==> src/rtl/noc_rx_vc_buffer_pkg.sv <==
// rtl/noc_rx_vc_buffer_pkg.sv - shared CONNECT parameters, flit/credit layouts and width helpers
package noc_rx_vc_buffer_pkg;

  localparam int NOC_NUM_VCS           = 2;
  localparam int NOC_DEST_BITS         = 2;
  localparam int NOC_FLIT_DATA_WIDTH   = 32;
  localparam int NOC_FLIT_BUFFER_DEPTH = 4;

  localparam int NOC_VC_BITS  = (NOC_NUM_VCS > 1) ? $clog2(NOC_NUM_VCS) : 1;
  localparam int NOC_FLIT_W   = 2 + NOC_DEST_BITS + NOC_VC_BITS + NOC_FLIT_DATA_WIDTH;
  localparam int NOC_CREDIT_W = 1 + NOC_VC_BITS;

  // Field offsets inside a flit, LSB first: {valid, tail, dest, vc, data}
  localparam int FLIT_DATA_LSB  = 0;
  localparam int FLIT_VC_LSB    = FLIT_DATA_LSB + NOC_FLIT_DATA_WIDTH;
  localparam int FLIT_DEST_LSB  = FLIT_VC_LSB + NOC_VC_BITS;
  localparam int FLIT_TAIL_POS  = FLIT_DEST_LSB + NOC_DEST_BITS;
  localparam int FLIT_VALID_POS = FLIT_TAIL_POS + 1;

  typedef struct packed {
    logic                           valid;
    logic                           tail;
    logic [NOC_DEST_BITS-1:0]       dest;
    logic [NOC_VC_BITS-1:0]         vc;
    logic [NOC_FLIT_DATA_WIDTH-1:0] data;
  } noc_flit_t;

  typedef struct packed {
    logic                   valid;
    logic [NOC_VC_BITS-1:0] vc;
  } noc_credit_t;

  // Pointer width for a circular buffer; a single-entry buffer still needs one bit
  function automatic int noc_ptr_bits(input int depth);
    return (depth > 1) ? $clog2(depth) : 1;
  endfunction

endpackage

==> src/rtl/noc_vc_fifo.sv <==
// rtl/noc_vc_fifo.sv - single-VC circular flit FIFO with occupancy count
module noc_vc_fifo
  import noc_rx_vc_buffer_pkg::*;
#(
  parameter int WIDTH = NOC_FLIT_W,
  parameter int DEPTH = NOC_FLIT_BUFFER_DEPTH,
  parameter int PTR_W = noc_ptr_bits(DEPTH),
  parameter int CNT_W = $clog2(DEPTH + 1)
) (
  input  logic             clk,
  input  logic             rst_n,
  input  logic             push,
  input  logic             pop,
  input  logic [WIDTH-1:0] wdata,
  output logic [WIDTH-1:0] rdata,
  output logic [CNT_W-1:0] count,
  output logic             full,
  output logic             empty
);

  logic [WIDTH-1:0] mem [DEPTH];
  logic [PTR_W-1:0] wr_ptr;
  logic [PTR_W-1:0] rd_ptr;

  // Explicit wrap keeps non-power-of-two depths correct
  function automatic logic [PTR_W-1:0] ptr_next(input logic [PTR_W-1:0] p);
    if (p == PTR_W'(DEPTH - 1)) return '0;
    return p + PTR_W'(1);
  endfunction

  assign rdata = mem[rd_ptr];
  assign full  = (count == CNT_W'(DEPTH));
  assign empty = (count == '0);

  // Storage has no reset: contents are meaningless until written
  always_ff @(posedge clk) begin
    if (push) mem[wr_ptr] <= wdata;
  end

  // Pointer and occupancy tracking; push+pop together leaves count unchanged
  always_ff @(posedge clk or negedge rst_n) begin
    if (!rst_n) begin
      wr_ptr <= '0;
      rd_ptr <= '0;
      count  <= '0;
    end else begin
      if (push) wr_ptr <= ptr_next(wr_ptr);
      if (pop)  rd_ptr <= ptr_next(rd_ptr);
      if (push && !pop)      count <= count + CNT_W'(1);
      else if (pop && !push) count <= count - CNT_W'(1);
    end
  end

endmodule

==> src/rtl/noc_rx_vc_buffer.sv <==
// rtl/noc_rx_vc_buffer.sv - per-VC receive flit buffer with credit return to the router
module noc_rx_vc_buffer
  import noc_rx_vc_buffer_pkg::*;
#(
  parameter int NUM_VCS         = NOC_NUM_VCS,
  parameter int VC_BITS         = (NUM_VCS > 1) ? $clog2(NUM_VCS) : 1,
  parameter int DEST_BITS       = NOC_DEST_BITS,
  parameter int FLIT_DATA_WIDTH = NOC_FLIT_DATA_WIDTH,
  parameter int BUF_DEPTH       = NOC_FLIT_BUFFER_DEPTH,
  parameter int FLIT_W          = 2 + DEST_BITS + VC_BITS + FLIT_DATA_WIDTH,
  parameter int CREDIT_W        = 1 + VC_BITS
) (
  input  logic                clk,
  input  logic                rst_n,
  input  logic                en,
  input  logic [FLIT_W-1:0]   flit_in,
  output logic [CREDIT_W-1:0] credit_out,
  input  logic                deq_req,
  input  logic [VC_BITS-1:0]  deq_vc,
  output logic                deq_valid,
  output logic [FLIT_W-1:0]   deq_flit,
  output logic [NUM_VCS-1:0]  vc_nonempty,
  output logic                drop_err,
  output logic [31:0]         flits_rcvd
);

  localparam int CNT_W  = $clog2(BUF_DEPTH + 1);
  localparam int VC_LSB = FLIT_DATA_WIDTH;

  logic               in_valid;
  logic [VC_BITS-1:0] in_vc;
  logic [NUM_VCS-1:0] push_sel;
  logic [NUM_VCS-1:0] pop_sel;
  logic [NUM_VCS-1:0] vc_full;
  logic [NUM_VCS-1:0] vc_empty;
  logic [CNT_W-1:0]   vc_count [NUM_VCS];
  logic [FLIT_W-1:0]  vc_rdata [NUM_VCS];
  logic [FLIT_W-1:0]  pop_data;
  logic               pop_fire;
  logic               push_ok;

  assign in_valid    = flit_in[FLIT_W-1];
  assign in_vc       = flit_in[VC_LSB +: VC_BITS];
  assign pop_fire    = |pop_sel;
  assign push_ok     = |push_sel;
  assign vc_nonempty = ~vc_empty;

  // Pop decode: only a VC holding data before this edge can be popped (no bypass)
  always_comb begin
    pop_sel = '0;
    for (int i = 0; i < NUM_VCS; i++) begin
      if (en && deq_req && (deq_vc == VC_BITS'(i)) && !vc_empty[i]) pop_sel[i] = 1'b1;
    end
  end

  // Push decode: a full VC still accepts when it is popped the same cycle;
  // an out-of-range VC matches no lane and is dropped
  always_comb begin
    push_sel = '0;
    for (int i = 0; i < NUM_VCS; i++) begin
      if (en && in_valid && (in_vc == VC_BITS'(i)) && (!vc_full[i] || pop_sel[i]))
        push_sel[i] = 1'b1;
    end
  end

  // Pop mux: select the head flit of the VC being popped
  always_comb begin
    pop_data = '0;
    for (int i = 0; i < NUM_VCS; i++) begin
      if (pop_sel[i]) pop_data = vc_rdata[i];
    end
  end

  for (genvar g = 0; g < NUM_VCS; g++) begin : g_vc
    noc_vc_fifo #(
      .WIDTH (FLIT_W),
      .DEPTH (BUF_DEPTH),
      .CNT_W (CNT_W)
    ) u_fifo (
      .clk   (clk),
      .rst_n (rst_n),
      .push  (push_sel[g]),
      .pop   (pop_sel[g]),
      .wdata (flit_in),
      .rdata (vc_rdata[g]),
      .count (vc_count[g]),
      .full  (vc_full[g]),
      .empty (vc_empty[g])
    );

    a_count_bound: assert property (@(posedge clk) disable iff (!rst_n)
      vc_count[g] <= CNT_W'(BUF_DEPTH));
  end

  // A credit is only returned for a flit that was actually held, so credits never exceed accepted flits
  a_credit_backed: assert property (@(posedge clk) disable iff (!rst_n)
    (pop_sel & vc_empty) == '0);

  // Dequeue and credit outputs: one-cycle pulses registered from a successful pop
  always_ff @(posedge clk or negedge rst_n) begin
    if (!rst_n) begin
      deq_valid  <= 1'b0;
      deq_flit   <= '0;
      credit_out <= '0;
    end else if (pop_fire) begin
      deq_valid  <= 1'b1;
      deq_flit   <= pop_data;
      credit_out <= {1'b1, deq_vc};
    end else begin
      deq_valid  <= 1'b0;
      deq_flit   <= '0;
      credit_out <= '0;
    end
  end

  // Accepted-flit counter and sticky drop flag (any valid flit not stored, including while disabled)
  always_ff @(posedge clk or negedge rst_n) begin
    if (!rst_n) begin
      flits_rcvd <= '0;
      drop_err   <= 1'b0;
    end else begin
      if (push_ok)              flits_rcvd <= flits_rcvd + 32'd1;
      if (in_valid && !push_ok) drop_err   <= 1'b1;
    end
  end

endmodule

==> config.mk <==
export PLATFORM = sky130hd
export DESIGN_NAME = noc_rx_vc_buffer
export DESIGN_NICKNAME = d
export VERILOG_FILES = /design/src/rtl/noc_rx_vc_buffer_pkg.sv /design/src/rtl/noc_vc_fifo.sv /design/src/rtl/noc_rx_vc_buffer.sv
export SDC_FILE = /design/constraint.sdc
export NUM_CORES = 1
export LEC_CHECK = 0
export BUFFER_PORTS_ARGS = -buffer_cell sky130_fd_sc_hd__buf_2
export CAP_MARGIN = 30
export CORE_MARGIN = 2
export CORE_UTILIZATION = 59
export DETAILED_ROUTE_END_ITERATION = 16
export PLACE_DENSITY = 0.83
export SLEW_MARGIN = 5
export SYNTH_ARGS = -nofsm -noshare
export SYNTH_HDL_FRONTEND = slang
export SYNTH_SLANG_ARGS = --single-unit
==> constraint.sdc <==
create_clock -name clk -period 3.3 [get_ports clk]
set_input_delay 0.495 -clock clk [delete_from_list [all_inputs] [get_ports clk]]
set_output_delay 0.495 -clock clk [all_outputs]
set_load 0.02 [all_outputs]
; Word-level counts from Yosys, hierarchy flattened
; Memory sizes are Yosys's and may differ from the RTL's.
; Index checks and enable logic that the tools add are counted.
[word_totals]
n_memories = 2
output_inout_bits = 75
ff_bits = 87
in_bits = 42
mem_bits_rw = 296
[mem_list]
columns = name, depth, width, read_ports, rd_clocked_by_memory_dff, write_ports, line
row1 = g_vc[0].u_fifo.mem, 4, 37, 1, 0, 1, noc_vc_fifo.sv:21  ; logic [WIDTH-1:0] mem [DEPTH];
row2 = g_vc[1].u_fifo.mem, 4, 37, 1, 0, 1, noc_vc_fifo.sv:21
[classes]
n_reduce_logical = 32
n_addsub = 9
mux = 33
bitwise = 3
n_eq_ne = 6
[ops]
columns = cell, n
row1 = 2-to-1 mux 37 bit, 3
row2 = adder 32 x 1 -> 32 bit (second input constant), 1
row3 = 2-to-1 mux 2 bit, 9
row4 = 2-to-1 mux 1 bit, 17
row5 = logical AND 1 bit, 15
row6 = 2-to-1 mux 3 bit, 4
row7 = zero test 1 bit, 9
row8 = adder 2 x 1 -> 2 bit (second input constant), 4
row9 = == test 2 bit (second input constant), 4
row10 = adder 3 x 1 -> 3 bit (second input constant), 2
row11 = == test 3 bit (second input constant), 2
row12 = zero test 3 bit, 2
row13 = subtractor 3 x 1 -> 3 bit (second input constant), 2
row14 = nonzero test 2 bit, 2
row15 = OR reduction 2 bit, 2
row16 = logical OR 1 bit, 2
row17 = inverter 1 bit, 2
row18 = inverter 2 bit, 1

; Longest topological paths before layout
; Gate-level depths: netlist of the first run.
[logic_depth]
ltp_word = 11
ltp_mapped = 10
mapped_depth_nobuf = 9

; By module
; From an unflattened synthesis of the first run, not the netlist that was laid out.
[unflattened]
hier_cells = 704
area_unflattened_um2 = 14476.4
[modules_own_cells]
columns = mod, cells_each, seq_area_each_um2, area_each_um2, instances
row1 = noc_vc_fifo at g_vc[0].u_fifo, 230, 4619.4, 5746.8, 1
row2 = noc_vc_fifo at g_vc[1].u_fifo, 230, 4619.4, 5745.5, 1
row3 = noc_rx_vc_buffer, 244, 1801.7, 2984.1, 1

; Worst setup path after synthesis of the first run
; OpenSTA, ideal clock, no wires.
[synth_timing]
kind = input -> register
startpoint = input port deq_vc
endpoint = memory g_vc[0].u_fifo.mem[3][0] (netlist name), enable pin
cell_stages = 3
arrival_ns = 2.182
slack_ns = 0.720
path_cell_list = nand3b_2 > a311oi_2 > and2_1
[synth_between]
elab_chain_cells = 9
[synth_lines]
columns = element, line
row1 = from (decl), noc_rx_vc_buffer.sv:19  ; input logic [VC_BITS-1:0] deq_vc,
row2 = inverter 1 bit, noc_rx_vc_buffer.sv:52  ; if (en && deq_req && (deq_vc == VC_BITS'(i)) && !vc_empty[i]) pop_sel[i] = 1'b1;
row3 = logical AND 1 bit (2 in series), noc_rx_vc_buffer.sv:52
row4 = 2-to-1 mux 1 bit, noc_rx_vc_buffer.sv:52
row5 = logical OR 1 bit, noc_rx_vc_buffer.sv:61  ; if (en && in_valid && (in_vc == VC_BITS'(i)) && (!vc_full[i] || pop_sel[i]))
row6 = logical AND 1 bit, noc_rx_vc_buffer.sv:61
row7 = 2-to-1 mux 1 bit, noc_rx_vc_buffer.sv:61
row8 = via g_vc[0].u_fifo.push, noc_vc_fifo.sv:12  ; input logic push,
row9 = 2-to-1 mux 1 bit, noc_vc_fifo.sv:37  ; if (push) mem[wr_ptr] <= wdata;
row10 = 2-to-1 mux 1 bit (implied by the code), noc_vc_fifo.sv:37
row11 = to (decl), noc_vc_fifo.sv:21
; The timed path passes the listed nets, and every way through them passes these cells.

; Worst setup path in the final report of the first run
[layout_timing]
startpoint = register g_vc[0].u_fifo.count[0]
endpoint = register g_vc[0].u_fifo.count[2]
[layout_between]
elab_chain_cells = 10
word_cells_on_any_way = 18
cone_classes = add/sub (2) / eq/ne (1) / mux (4) / reduce/logical (11)
[layout_lines]
columns = element, line
row1 = from (decl), noc_vc_fifo.sv:16  ; output logic [CNT_W-1:0] count,
row2 = from (signal assigned), noc_vc_fifo.sv:49  ; if (push && !pop) count <= count + CNT_W'(1);
row3 = from (signal assigned), noc_vc_fifo.sv:50  ; else if (pop && !push) count <= count - CNT_W'(1);
row4 = zero test 3 bit, noc_vc_fifo.sv:33  ; assign empty = (count == '0);
row5 = zero test 1 bit, noc_rx_vc_buffer.sv:52
row6 = logical AND 1 bit, noc_rx_vc_buffer.sv:52
row7 = 2-to-1 mux 1 bit, noc_rx_vc_buffer.sv:52
row8 = logical OR 1 bit *, noc_rx_vc_buffer.sv:61
row9 = logical AND 1 bit *, noc_rx_vc_buffer.sv:61
row10 = 2-to-1 mux 1 bit *, noc_rx_vc_buffer.sv:61
row11 = via g_vc[0].u_fifo.push, noc_vc_fifo.sv:12
row12 = zero test 1 bit, noc_vc_fifo.sv:50
row13 = logical AND 1 bit, noc_vc_fifo.sv:50
row14 = nonzero test 2 bit (no line), -
; The timed path passes the listed nets; every way through them passes the cells marked *. The select of a mux whose other input is x is not followed.
; A chain may end at the register's enable or synchronous reset.

==> key figures, run 1 <==
Setup path
  – Slowest stage cell, crit path: a311oi_2
  – Crit path cell chain: nor2_1, a311oi_2, ha_1, inv_1, fa_1, xor2_1, nor2_1, xor2_1
  – Largest stage delay, worst path: 0.65 ns
  – WS Path Type: flip-flop to flip-flop
  – Startpoint Class: flip-flop
  – Top Family by Delay on Critical Path: adder cells
  – RR Startpoint: g_vc[0].u_fifo.count[0]
  – Worst path buffer plus inverter count: 1
  – Req. time, crit path: 3.74 ns
  – RR Endpoint: g_vc[0].u_fifo.count[2]
  – CP Capture Type: flip-flop
  – Worst r2r path cells: 8
  – Flop2flop setup slack: 0.79 ns
  – Worst EP arrival: 2.94 ns
  – CP max FO: 9

Timing
  – Max Freq: 0.3992 GHz
  – Worst Tran Pin Value: 0.8384 ns
  – Tmin final: 2.505 ns
  – Period utilization: 0.7592
  – Relative slew slack: 0.4411
  – Fin Setup TNS: 0 ns
  – RSZ-0062 raised after global routing: no
  – Worst Skew: 0.01384 ns
  – Hold Vio Cnt, Final: 0
  – Slew Limit Fails: 0
  – Final setup fails: 0

Clocking
  – Root Driver: clkbuf_16
  – CTS buffer count: 37
  – Clock transition at path regs: 0.07 ns
  – CTS HTree Levels: 2
  – CTS Sinks: 382
  – Worst-case clock buffer depth: 3
  – Clock latency on the worst-skew pair: 0.53 ns
  – Post-CTS Setup Bufs: 0
  – CTS tree: yes

Floorplanning
  – Starting density of the core: 0.5975
  – Core ar.: 24250 µm²
  – Die W: 160.7 µm
  – Die H: 160.7 µm
  – Rows: 57
  – Die area: 25830 µm²
  – # IOs: 117

Logic synthesis
  – Seq cells post-synth: 382
  – Post-synth EDFFs: 296
  – Mux contribution to synthesized area: 0.1166
  – Largest family of logic cells by synthesized area: multiplexers
  – Syn Nets: 759
  – Synth Area in Compound Gates: 0.02677
  – Async SR Flop Fraction: 0.2251
  – Post-synthesis sequential area ratio: 0.7620
  – Post-synthesis cell area: 14490 µm²
  – Synth Area in Adders: 0.01399
  – XOR/XNOR Fraction of Synth Area: 0.02237
  – Synthesis Warnings: 0
  – Syn Inst Count: 702
  – Top_reg_cell synth: edfxtp_1
  – Simple-Gate Fraction of Synth Area: 0.04637
  – Synth Area per Inst: 20.64 µm²
  – Yosys cell types: 40

Drt
  – Iteration-0 DRC count of the detailed router: 788
  – Post-Route WL: 30010 µm
  – Residual DRC count: 0
  – First drt pass iteration count: 5
  – ANT nets after route: 0
  – Via Count: 7385
  – Avg WL per Cell: 24.97 µm
  – Via/cell ratio: 6.144

Cells and area
  – Commonest cells after routing, fill and taps aside: edfxtp_1 (296), buf_2 (115), dfrtp_1 (82)
  – Filler Cell Count: 1459
  – Layout cells sized above 1: 0.3261
  – Final non-filler cell total: 1202
  – Most common cell after layout, fill and taps aside: edfxtp_1
  – Final net count: 903
  – Layout area overhead: 15.96%
  – Fin util: 0.6929

Placed design
  – Number of port buffers: 116
  – Placed Cells: 1130
  – Routability cong.: 0.8042
  – Hpwl dp: 16350 µm

Hold path
  – Worst hold path startpoint: flit_in[26]
  – Hold-critical path depth: 1
  – Min-Delay Endpoint: g_vc[0].u_fifo.mem[0][26]
  – Hold Crit Class: input pin to flip-flop

Flow run
  – Max-cap check violation count: 0

Global routing
  – Gr ovfl total: 0
  – All-Layer GR Usage: 0.2405
  – Global-route wire length before repair: 46420 µm
  – Pin count of the biggest net entering global routing: 46
  – Initial antenna violation count: 4
  – Vias in the first global route: 7820

Pwr
  – Power per Cell Area: 746.7 nW/µm²
  – Sw Ratio: 0.2709
  – Internal: 9.147 mW
  – Psw: 3.399 mW
  – Clock group share of total power: 0.325
  – Max IR drop VDD: 0.0006876 V
  – Part of the power in combinational logic: 0.180
  – Static Leak: 6.245 nW
  – Seq pwr share: 0.495

Run status
  – Outcome: finished, final reports clean
-- per-stage QoR --
stage                     area, µm²  total power [mW]  hold slack [ns]  worst slack, ns
final                         16800             12.55           0.2325           0.7948
after global routing          16800             12.99           0.2281           0.6463
after CTS                     16790             12.63           0.1985           0.8586
after detailed placement      15620             8.507           0.4419           0.4947
after global placement        15570             8.408           0.4372           0.6293
after floorplan               14490             7.761           0.1994           0.7200
-- how the worst max path moves through the flow --
stage	from	endpoint	slack, ns	cells past startpoint
after global routing	g_vc[1].u_fifo.count[0]	g_vc[1].u_fifo.count[2]	0.65	8
after detailed placement	deq_vc	g_vc[0].u_fifo.count[2]	0.49	9
final	g_vc[0].u_fifo.count[0]	g_vc[0].u_fifo.count[2]	0.79	8
after floorplan	deq_vc	g_vc[0].u_fifo.mem[3][0]	0.72	3
after global placement	en	g_vc[1].u_fifo.mem[3][34]	0.63	5
after CTS	g_vc[0].u_fifo.count[0]	g_vc[0].u_fifo.count[2]	0.86	8
-- logic make-up after synthesis --
kind of cell / Yosys count
simple gates: 109
buf+inv: 37
xor+xnor: 37
flops: 382
compound gates: 46
mux: 76
fa+ha+maj: 15
-- synth_stat cells, drive strengths merged, types with 7 or more instances --
cell type  number  area [µm²]
and2            8       50.05
ha             13       162.7
mux4           74        1667
nand4          12       117.6
nand3          15       92.59
nor2           14       52.55
nand2          26       97.59
buf            17       97.59
and3            7       45.05
nor3           11       55.05
dfrtp          86        2152
edfxtp        296        8889
a22o           37       324.1
inv            10       37.54
xor2           24       210.2
xnor2          13       113.9
clkbuf         10       37.54
-- metal layers --
layer / vias up / part of all wire / global-route usage
met5: - / 0 / 0
li1: 3104 / - / -
met2: 378 / 0.50 / 0.3971
met4: 0 / 0.028 / 0.07630
met3: 68 / 0.079 / 0.05062
met1: 3835 / 0.39 / 0.3292
-- power groups by stage --
stage / combinational, mW / sequential [mW] / clock, mW
finish: 2.25 / 6.21 / 4.08
floorplan: 1.72 / 6.04 / 0
global route: 2.39 / 6.30 / 4.30
CTS: 2.26 / 6.24 / 4.12
detailed placement: 2.20 / 6.30 / 0
global placement: 2.00 / 6.40 / 0
-- registers in the layout (all words and copies together) (netlist names) --
name / count
credit_out: 2
g_vc.u_fifo.wr_ptr: 4
deq_flit: 37
flits_rcvd: 32
drop_err: 1
g_vc.u_fifo.count: 6
g_vc.u_fifo.rd_ptr: 4
g_vc.u_fifo.mem: 296
-- worst register-to-register path, cell delays in order (launching register included) --
cell and delay [ns]:
dfrtp_1 0.42, nor2_1 0.12, a311oi_2 0.65, ha_1 0.30, inv_1 0.07, fa_1 0.38, xor2_1 0.17, nor2_1 0.14
xor2_1 0.18
-- cell type report --
| type | count | area, µm² | area share |
|---|---|---|---|
| antenna | 4 | 10.01 | 0.0005958 |
| clock buffer | 47 | 973.4 | 0.05794 |
| clock inverter | 20 | 192.7 | 0.01147 |
| inverter | 10 | 37.54 | 0.002234 |
| multi-input combinational | 283 | 3301 | 0.1965 |
| sequential | 382 | 11050 | 0.6577 |
| tap | 324 | 405.4 | 0.02413 |
| timing repair buffer | 132 | 830.8 | 0.04945 |
-- repair_timing --
action | in CTS | in global routing
hold buffers | 1 | 0
gates resized for setup | 0 | 0
hold endpoints to repair | 3 | 0
No activity file was read; power rests on OpenSTA's default activity.
==> run 2, diff against run 1 <==
==> constraint.sdc (replaced) <==
create_clock -name clk -period 2.47 [get_ports clk]
set_input_delay 0.3705 -clock clk [delete_from_list [all_inputs] [get_ports clk]]
set_output_delay 0.3705 -clock clk [all_outputs]
set_load 0.02 [all_outputs]
==> run 2 against run 1 <==
Core utilization rose by 0.71 points. Hold slack got worse by 0.11 ns. Combinational power rose by 49%. Critical path depth rose by 1. First-iteration DRC count rose by 2.0%. Clock-buffer cell count rose by 4. Design area rose by 1.0%. Sequential cell count did not move. Register-to-register slack got worse by 0.57 ns. Critical path type unchanged. Critical endpoint unchanged. Highest routed layer unchanged.
==> key figures, run 2 (same netlist as run 1, synthesis figures left out) <==
Timing
  – Hold Vio Cnt, Final: 0 (unchanged)
  – Post-route setup slack: 0.2234 ns (-0.5714 ns)
  – Relative slew slack: 0.6228 (+0.1817)
  – Max Freq: 0.4451 GHz (+12%)
  – Final setup fails: 0 (unchanged)
  – Tmin final: 2.247 ns (-0.2586 ns)
  – Fin Setup TNS: 0 ns (unchanged)
  – RSZ-0062 raised after global routing: no
  – Worst Tran Pin Value: 0.5658 ns (-0.2725 ns)
  – Final Hold Slack: 0.1257 ns (-0.1069 ns)
  – Worst Skew: 0.01622 ns (+0.002386 ns)
  – Slew Limit Fails: 0 (unchanged)
  – Period utilization: 0.9095 (+0.1504)

Cells and area
  – Largest regs: g_vc.u_fifo.mem: 296 flops, deq_flit: 37 flops, flits_rcvd: 32 flops
  – Filler Cell Count: 1458 (-0.069%)
  – Most common cell after layout, fill and taps aside: edfxtp_1
  – Register bank with the most flops: g_vc.u_fifo.mem
  – Final net count: 920 (+1.9%)
  – Max reg flops: 296 (unchanged)
  – Layout cells sized above 1: 0.3415 (+0.01546)
  – Commonest cells after routing, fill and taps aside: edfxtp_1 (296), buf_2 (115), dfrtp_1 (82)
  – Layout area overhead: 17.14%
  – Fin util: 0.6999 (+0.007069)

Global routing
  – Initial antenna violation count: 3 (-1)
  – M3 GR Usage: 0.04700 (-0.003616)
  – Gr busiest metal: met2
  – Gr ovfl total: 0 (unchanged)
  – Global-route wire length before repair: 46750 µm (+0.73%)
  – Pin count of the biggest net entering global routing: 42 (-8.7%)
  – Met2 Track Usage GR: 0.3995 (+0.002351)
  – All-Layer GR Usage: 0.2414 (+0.0008340)
  – Met1 global-route usage: 0.3364 (+0.007151)
  – Vias in the first global route: 7930 (+1.4%)

Setup path
  – Req. time, crit path: 2.91 ns (-0.83 ns)
  – CP max FO: 5 (-4)
  – CP Capture Type: flip-flop
  – Startpoint Class: flip-flop
  – Crit path cell chain: or3_1, nor2b_4, inv_2, ha_1, inv_1, fa_1, xor2_1, nor2_1, xor2_1
  – WS Path Type: flip-flop to flip-flop
  – Crit path top cell by count: xor2_1
  – Slowest stage cell, crit path: dfrtp_1
  – Largest stage delay, worst path: 0.45 ns (-0.20 ns)
  – Worst EP arrival: 2.68 ns (-0.26 ns)

Drt
  – Post-Route WL: 29580 µm (-1.4%)
  – Residual DRC count: 0 (unchanged)
  – Iteration-0 DRC count of the detailed router: 804 (+2.0%)
  – Via Count: 7449 (+0.87%)
  – ANT nets after route: 0 (unchanged)
  – First drt pass iteration count: 4 (-1)
  – Via/cell ratio: 6.111 (-0.54%)
  – Avg WL per Cell: 24.26 µm (-2.8%)

Placed design
  – Dpl ws: 0.1234 ns (-0.3713 ns)
  – Number of port buffers: 116 (unchanged)
  – Routability cong.: 0.7839 (-2.5%)
  – Hpwl dp: 17140 µm (+4.8%)

Clocking
  – Worst-case clock buffer depth: 3 (unchanged)
  – Clock latency on the worst-skew pair: 0.52 ns (about the same)
  – CTS buffer count: 38 (+2.7%)
  – Clock transition at path regs: 0.07 ns (about the same)
  – CTS Sinks: 382 (unchanged)
  – CTS tree: yes
  – Root Driver: clkbuf_16
  – CTS HTree Levels: 2 (unchanged)

Pwr
  – Static Leak: 6.359 nW (+1.8%)
  – Power per Cell Area: 1010 nW/µm² (+35%)
  – Power Total: 17.15 mW (+37%)
  – Max IR drop VDD: 0.0005762 V (-16%)

Floorplanning
  – Starting density of the core: 0.5975 (unchanged)
  – Core ar.: 24250 µm² (unchanged)
  – Die area: 25830 µm² (unchanged)
  – Die H: 160.7 µm (unchanged)
  – Rows: 57 (unchanged)
  – Die W: 160.7 µm (unchanged)
  – # IOs: 117 (unchanged)

Hold path
  – Hold Crit Class: input pin to flip-flop

Run status
  – Outcome: finished, final reports clean

Flow run
  – Max-cap check violation count: 0 (unchanged)
run 2: final timing paths:
kind                       cells past startpoint                       end               startpoint  slack, ns
max                                            9   g_vc[0].u_fifo.count[2]  g_vc[0].u_fifo.count[2]       0.22
min                                            1  g_vc[1].u_fifo.mem[0][1]               flit_in[1]       0.13
max reg2reg                                    9   g_vc[0].u_fifo.count[2]  g_vc[0].u_fifo.count[2]       0.22
max in group asynchronous                      3               deq_flit[6]                    rst_n       1.54
min reg2reg                                    1                  drop_err                 drop_err       0.45
min in group asynchronous                      2             flits_rcvd[2]                    rst_n       0.29
run 2: worst max-delay path, delay by kind of cell (launching register included):
kind / cells / cell delay (ns)
flops: 1 / 0.45
fa+ha+maj: 2 / 0.57
simple gates: 3 / 0.68
xor+xnor: 2 / 0.32
buf+inv: 2 / 0.16
run 2: cell type report:
| cell class | instances | area [µm²] | area share |
|---|---|---|---|
| repair buffers | 148 | 925.9 | 0.05455 |
| flip-flops and latches | 382 | 11050 | 0.6511 |
| well taps | 324 | 405.4 | 0.02389 |
| inverters | 10 | 37.54 | 0.002212 |
| clock inverters | 19 | 173.9 | 0.01025 |
| diodes | 2 | 5.005 | 0.0002949 |
| clock buffers | 51 | 1074 | 0.06325 |
| multi-input cells | 283 | 3301 | 0.1945 |
run 2: power by group:
group | internal, mW | leakage [nW] | switching [mW]
clock network | 3.38 | 0.602 | 2.33
logic | 1.69 | 1.95 | 1.67
registers | 7.50 | 3.81 | 0.573
run 2: layer usage:
layer / share of wire / wire length, µm
met1: 0.40 / 11850
met2: 0.51 / 14970
met3: 0.069 / 2055
met4: 0.024 / 698
met5: 0 / 0
run 2: timing repair:
| item | CTS | global route |
|---|---|---|
| resized for setup | 0 | 0 |
| buffers inserted | 0 | 0 |
| hold buffers | 1 | 0 |
| hold endpoints to repair | 20 | 0 |
run 2: stage by stage:
stage	std cells	cell area (µm²)
6_report	1219	16970
5_1_grt	1218	16970
4_1_cts	1217	16970
3_5_place_dp	1146	15710
3_3_place_gp	1146	15710
2_1_floorplan	702	14490
